[src/rtl/trace_pkg.sv]
// Shared types and helpers for the write-back trace capture path.
package trace_pkg;

    localparam int unsigned TRACE_SEQ_W_DEFAULT = 16;
    localparam int unsigned TRACE_PC_W          = 32;
    localparam int unsigned TRACE_REG_W         = 5;
    localparam int unsigned TRACE_VAL_W         = 32;

    // One retired-instruction trace record ('reg' is a keyword, so the field is rd)
    typedef struct packed {
        logic [TRACE_PC_W-1:0]          pc;
        logic                           ena;
        logic [TRACE_REG_W-1:0]         rd;
        logic [TRACE_VAL_W-1:0]         value;
        logic [TRACE_SEQ_W_DEFAULT-1:0] seq;
    } trace_rec_t;

    // Writes to x0 or with write enable low are recorded as "no write"
    function automatic trace_rec_t trace_normalise(
        input logic [TRACE_PC_W-1:0]          pc,
        input logic                           ena,
        input logic [TRACE_REG_W-1:0]         rd,
        input logic [TRACE_VAL_W-1:0]         value,
        input logic [TRACE_SEQ_W_DEFAULT-1:0] seq
    );
        trace_rec_t r;
        r.pc  = pc;
        r.seq = seq;
        if (ena && (rd != '0)) begin
            r.ena   = 1'b1;
            r.rd    = rd;
            r.value = value;
        end else begin
            r.ena   = 1'b0;
            r.rd    = '0;
            r.value = '0;
        end
        return r;
    endfunction

endpackage

[src/rtl/trace_fifo.sv]
// First-word-fall-through FIFO of trace records with explicit occupancy count.
module trace_fifo
    import trace_pkg::*;
#(
    parameter int unsigned DEPTH = 16
) (
    input  logic                     clk,
    input  logic                     rst,
    input  logic                     clear,
    input  logic                     push,
    input  logic                     pop,
    input  trace_rec_t               din,
    output trace_rec_t               dout,
    output logic [$clog2(DEPTH):0]   count,
    output logic                     full,
    output logic                     empty
);

    localparam int unsigned AW = $clog2(DEPTH);
    localparam int unsigned CW = AW + 1;

    trace_rec_t        mem [DEPTH];
    logic [AW-1:0]     wr_ptr;
    logic [AW-1:0]     rd_ptr;
    logic              do_push;
    logic              do_pop;

    assign full    = (count == CW'(DEPTH));
    assign empty   = (count == '0);
    // A pop frees a slot, so a push into a full FIFO is accepted alongside it
    assign do_pop  = pop && !empty && !clear;
    assign do_push = push && !clear && (!full || do_pop);
    assign dout    = empty ? '0 : mem[rd_ptr];

    // Storage: no reset, contents are don't-care until written
    always_ff @(posedge clk) begin
        if (do_push) begin
            mem[wr_ptr] <= din;
        end
    end

    // Pointers and occupancy
    always_ff @(posedge clk or posedge rst) begin
        if (rst) begin
            wr_ptr <= '0;
            rd_ptr <= '0;
            count  <= '0;
        end else if (clear) begin
            wr_ptr <= '0;
            rd_ptr <= '0;
            count  <= '0;
        end else begin
            if (do_push) wr_ptr <= wr_ptr + AW'(1);
            if (do_pop)  rd_ptr <= rd_ptr + AW'(1);
            case ({do_push, do_pop})
                2'b10:   count <= count + CW'(1);
                2'b01:   count <= count - CW'(1);
                default: count <= count;
            endcase
        end
    end

endmodule

[src/rtl/wb_trace_buffer.sv]
// Captures retired instructions from the write-back debug ports into a trace stream.
module wb_trace_buffer
    import trace_pkg::*;
#(
    parameter int unsigned DEPTH = 16,
    // Must not exceed TRACE_SEQ_W_DEFAULT, the record's sequence field width
    parameter int unsigned SEQ_W = TRACE_SEQ_W_DEFAULT
) (
    input  logic                   clk,
    input  logic                   rst,
    input  logic                   enable,
    input  logic                   clear,
    input  logic                   wb_have_inst,
    input  logic [31:0]            wb_pc,
    input  logic                   wb_ena,
    input  logic [4:0]             wb_reg,
    input  logic [31:0]            wb_value,
    output logic                   trace_valid,
    input  logic                   trace_ready,
    output logic [31:0]            trace_pc,
    output logic                   trace_ena,
    output logic [4:0]             trace_reg,
    output logic [31:0]            trace_value,
    output logic [SEQ_W-1:0]       trace_seq,
    output logic [$clog2(DEPTH):0] fifo_count,
    output logic                   overflow,
    output logic [SEQ_W-1:0]       drop_count
);

    logic       capture;
    logic       pop;
    logic       fifo_full;
    logic       fifo_empty;
    logic       drop;
    logic [SEQ_W-1:0] seq_ctr;
    trace_rec_t rec_in;
    trace_rec_t rec_head;

    assign capture     = enable && wb_have_inst;
    assign trace_valid = !fifo_empty;
    assign pop         = trace_valid && trace_ready;
    // Full with no pop in the same cycle: the record is lost; clear discards silently
    assign drop        = capture && !clear && fifo_full && !pop;
    assign rec_in      = trace_normalise(wb_pc, wb_ena, wb_reg, wb_value,
                                         TRACE_SEQ_W_DEFAULT'(seq_ctr));

    // Head record fields; the FIFO already zeroes them when empty
    assign trace_pc    = rec_head.pc;
    assign trace_ena   = rec_head.ena;
    assign trace_reg   = rec_head.rd;
    assign trace_value = rec_head.value;
    assign trace_seq   = SEQ_W'(rec_head.seq);

    trace_fifo #(
        .DEPTH (DEPTH)
    ) u_fifo (
        .clk   (clk),
        .rst   (rst),
        .clear (clear),
        .push  (capture),
        .pop   (pop),
        .din   (rec_in),
        .dout  (rec_head),
        .count (fifo_count),
        .full  (fifo_full),
        .empty (fifo_empty)
    );

    // Sequence counter advances on every capture, dropped or not, so gaps are visible
    always_ff @(posedge clk or posedge rst) begin
        if (rst) begin
            seq_ctr <= '0;
        end else if (clear) begin
            seq_ctr <= '0;
        end else if (capture) begin
            seq_ctr <= seq_ctr + SEQ_W'(1);
        end
    end

    // Sticky overflow flag and saturating drop counter
    always_ff @(posedge clk or posedge rst) begin
        if (rst) begin
            overflow   <= 1'b0;
            drop_count <= '0;
        end else if (clear) begin
            overflow   <= 1'b0;
            drop_count <= '0;
        end else if (drop) begin
            overflow <= 1'b1;
            if (drop_count != '1) begin
                drop_count <= drop_count + SEQ_W'(1);
            end
        end
    end

endmodule

[config.mk]
export PLATFORM = sky130hd
export DESIGN_NAME = wb_trace_buffer
export DESIGN_NICKNAME = d
export VERILOG_FILES = /design/src/rtl/trace_pkg.sv /design/src/rtl/trace_fifo.sv /design/src/rtl/wb_trace_buffer.sv
export SDC_FILE = /design/constraint.sdc
export NUM_CORES = 1
export LEC_CHECK = 0
export BUFFER_PORTS_ARGS = -buffer_cell sky130_fd_sc_hd__buf_2
export CORE_MARGIN = 1
export CORE_UTILIZATION = 56
export DETAILED_ROUTE_END_ITERATION = 8
export PLACE_DENSITY = 0.74
export SLEW_MARGIN = 40
export SYNTH_ARGS = -nofsm -noshare
export SYNTH_HDL_FRONTEND = slang
export SYNTH_SLANG_ARGS = --single-unit
[constraint.sdc]
create_clock -name clk -period 7.69 [get_ports clk]
set_input_delay 1.9225 -clock clk [delete_from_list [all_inputs] [get_ports clk]]
set_output_delay 1.9225 -clock clk [all_outputs]
set_load 0.01 [all_outputs]
==> results.toml <==
[timing]
fin_setup_tns_ns = 0
fmax_mhz = 174
fin_crit_ns = 5.74
hold_viol_final = 0
drv_slew = 0
setup-violations-final = 0
relSlewSlack_pct = 43.6
rsz0062_at_grt = "false"
fin_crit_sh_pct = 74.6
worst_slew_pin_slew_ns = 0.846
fin_skew_ns = 0.0232
setup_slack_ns = 1.95

[synth]
synth_ff_type = "edfxtp_1"
avgSynthCellArea_um2 = 22.6
ys_ff_latch = 1422
seq_area_frac_synth_pct = 77.5
yosysWarnings = 0
syn_nets = 2515
synthArstFlopShare_pct = 3.23
syn_area_mm2 = 0.0548
yosysUniqueCellTypes = 51
synth_edf_count = 1376
netlist_instances = 2430

[finish]
final_nets = 2771
area_growth_pct = 13.4
fillerInstances = 6120
seq_area_mm2 = 0.0425
fin_area_mm2 = 0.0621
post_route_cells_drive_above_1_share_pct = 29.2
multi_input_area_mm2 = 0.0118

[die]
core_area_mm2 = 0.0969
initial_core_util_pct = 56.6
fp-row-count = 114
die_x_um = 315
io_pins = 185
die_h_um = 315
die_area_mm2 = 0.0991

[run]
drv_cap = 0

[pwr]
vdd_ir_drop_max_v = 0.000256
power_density_mw_per_mm2 = 308
leakagePower_nw = 19.6

[placed_design]
io_buffers = 184
place_ws_ns = 2.63
detailed_place.area_mm2 = 0.0577
gp_congestion = 0.767
hpwlAfterDp_um = 64500

[global_route]
grt_usage_pct = 23.8
antenna_found_initial = 3
met2_usage_pct = 39.4
grt_pass1_wl_um = 172000
grt_pass1_vias = 26900
grt.overflow.total = 0
grt_util_met1_pct = 33.1
grt_max_degree = 84
grt_busiest_layer = "met2"
grtUsageMet3_pct = 3.55

[min_path]
min_path_cells = 2
hold_path_end = "overflow"
min_from = "overflow"
min_path_type = "reg -> reg"

[worst_setup_path]
endpoint_kind = "output port"
rr_endpoint = "u_fifo.mem[5][65]"
cp.arrival_ns = 3.82
cpLargestDelayFamily = "simple AND/OR/NAND/NOR gates"
cp.required_ns = 5.77
cp_slowest_stage_delay_ns = 0.49
crit_fanout = 31
rr_startpoint = "u_fifo.count[4]"
crit_chain = "nor4_4, nand2b_1, nand2b_4, buf_12, buf_4, o22ai_1, buf_2"
crit_type = "reg -> out"
rrSetupSlack_ns = 4.31
rr_worst_depth = 5
startpoint_type = "register"
crit_buf_inv = 3
slowest_stage = "dfrtp_1"

[clock_tree]
cts_tree = "done"
post_cts_buffers = 0
clk_pin_slew_ns = 0.06
clkSinkCount = 1422
cts_buffers = 140
h-tree-depth = 4
clockBufferDepth = 3
cts_resized = 0
ctsHoldBuffers = 0
cts_root_buf = "clkbuf_16"
worst_skew_pair.late_latency_ns = 0.75

[drt]
via_count = 26000
drc_errors = 14
viasPerCell = 6.39
first_iter_violations = 2810
ant_nets = 0
wl_per_cell_um = 28.6
finalWirelength_um = 116000
firstDrtPassIters = 7

[run_status]
violations = "DRC"
outcome = "complete, but fails checks"
-- how the worst max path moves through the flow --
stage	start	slack, ns	cells past startpoint	to
finish	u_fifo.count[1]	1.95	7	trace_seq[7]
global placement	clear	2.51	5	u_fifo.mem[0][34]
detailed placement	enable	2.63	6	u_fifo.mem[7][63]
CTS	u_fifo.count[1]	1.82	6	trace_seq[7]
floorplan	clear	-1.39	4	u_fifo.mem[11][0]
global route	u_fifo.count[1]	1.77	7	trace_seq[7]
-- flip-flops by register name, summed over array words and instances (netlist names) --
signal         cells
u_fifo.wr_ptr      4
u_fifo.count       5
u_fifo.rd_ptr      4
u_fifo.mem      1376
drop_count        16
overflow           1
seq_ctr           16
-- stage by stage --
stage                     cells  hold WS [ns]  power (W)  util [%]
final                      4066         0.522     0.0192      64.2
after global routing       4066         0.540     0.0198      64.2
after CTS                  4064         0.511     0.0193      64.1
after detailed placement   3819         0.502     0.0127      59.5
after global placement     3802         0.478     0.0127      59.2
after floorplan            2430         0.529     0.0115         -
-- logic make-up after synthesis --
kind of cell	after synthesis	synth area share, %
flip-flops	1422	77.5
AO/OA/AOI/OAI	122	1.50
buffers and inverters	142	1.10
XOR/XNOR	32	0.511
multiplexers	522	17.4
AND/OR/NAND/NOR	181	1.81
adder cells (fa/ha/maj)	9	0.205
-- synthesized netlist by cell type, types with 3 or more instances --
library cell	n	area, um2
a211oi_1	4	30.0
buf_2	46	230
clkbuf_1	63	236
nand2_1	22	82.6
o22ai_1	86	538
mux2i_1	175	1750
ha_1	9	113
edfxtp_1	1376	41300
xor2_1	12	105
nand3_1	14	70.1
inv_1	10	37.5
and4_1	4	35.0
nand4_1	10	62.6
buf_1	21	78.8
nor3b_1	3	22.5
mux4_2	344	7750
o21ai_0	5	25.0
nor4_1	5	31.3
a21oi_1	11	55.1
xnor2_1	20	175
and2_1	47	294
dfrtp_1	46	1150
a2111oi_2	3	45.0
nand2b_1	4	25.0
nor2_1	47	176
or3_1	4	25.0
nor2b_1	5	31.3
nor3_1	5	25.0
-- power by group --
part           internal, W  total [W]  switching (W)
registers          0.00853    0.00862      0.0000974
clock network      0.00379    0.00663        0.00284
logic              0.00185    0.00391        0.00205
-- layer usage --
| metal | share of wire (%) | wire, um | up-vias |
|---|---|---|---|
| met2 | 51 | 59000 | 1124 |
| met4 | 2.4 | 2790 | 2 |
| li1 | - | - | 10800 |
| met5 | 0.011 | 13 | - |
| met1 | 40 | 46700 | 13900 |
| met3 | 6.7 | 7740 | 187 |
-- layout by cell type (no fill, tap or decap), drive strengths merged, types with 2 or more instances in the layout --
cell type	n
o41ai	2
and4	4
clkinv	55
mux2	3
ha	9
bufinv	10
xnor2	20
a31oi	2
edfxtp	1376
nand2	22
a21oi	11
a2111oi	3
nor3	5
buf	246
a211oi	4
inv	16
nor2b	5
nand4	10
nor2	47
o22ai	86
clkinvlp	5
or3	5
nor4	6
nor3b	3
o21ai	5
mux4	344
nand2b	4
and2	47
clkbuf	169
nand3	14
dfrtp	46
and3	2
a22o	2
mux2i	175
xor2	12
or4	2
-- worst register-to-register path, cell delays in order, from the launching register on --
cell      delay [ns]
dfrtp_1         0.48
nor2b_1         0.23
a211oi_1        0.47
and3b_1         0.33
and2_4          0.71
buf_4           0.75
-- area by class of cell --
type / instances / area share [%]
tap: 1276 / 2.57
sequential: 1422 / 68.4
clock buffer: 169 / 5.97
antenna: 1 / 0.00403
timing repair buffer: 246 / 2.80
inverter: 10 / 0.0644
clock inverter: 76 / 1.18
multi-input combinational: 866 / 19.0
(Power assumes the default switching activity.)
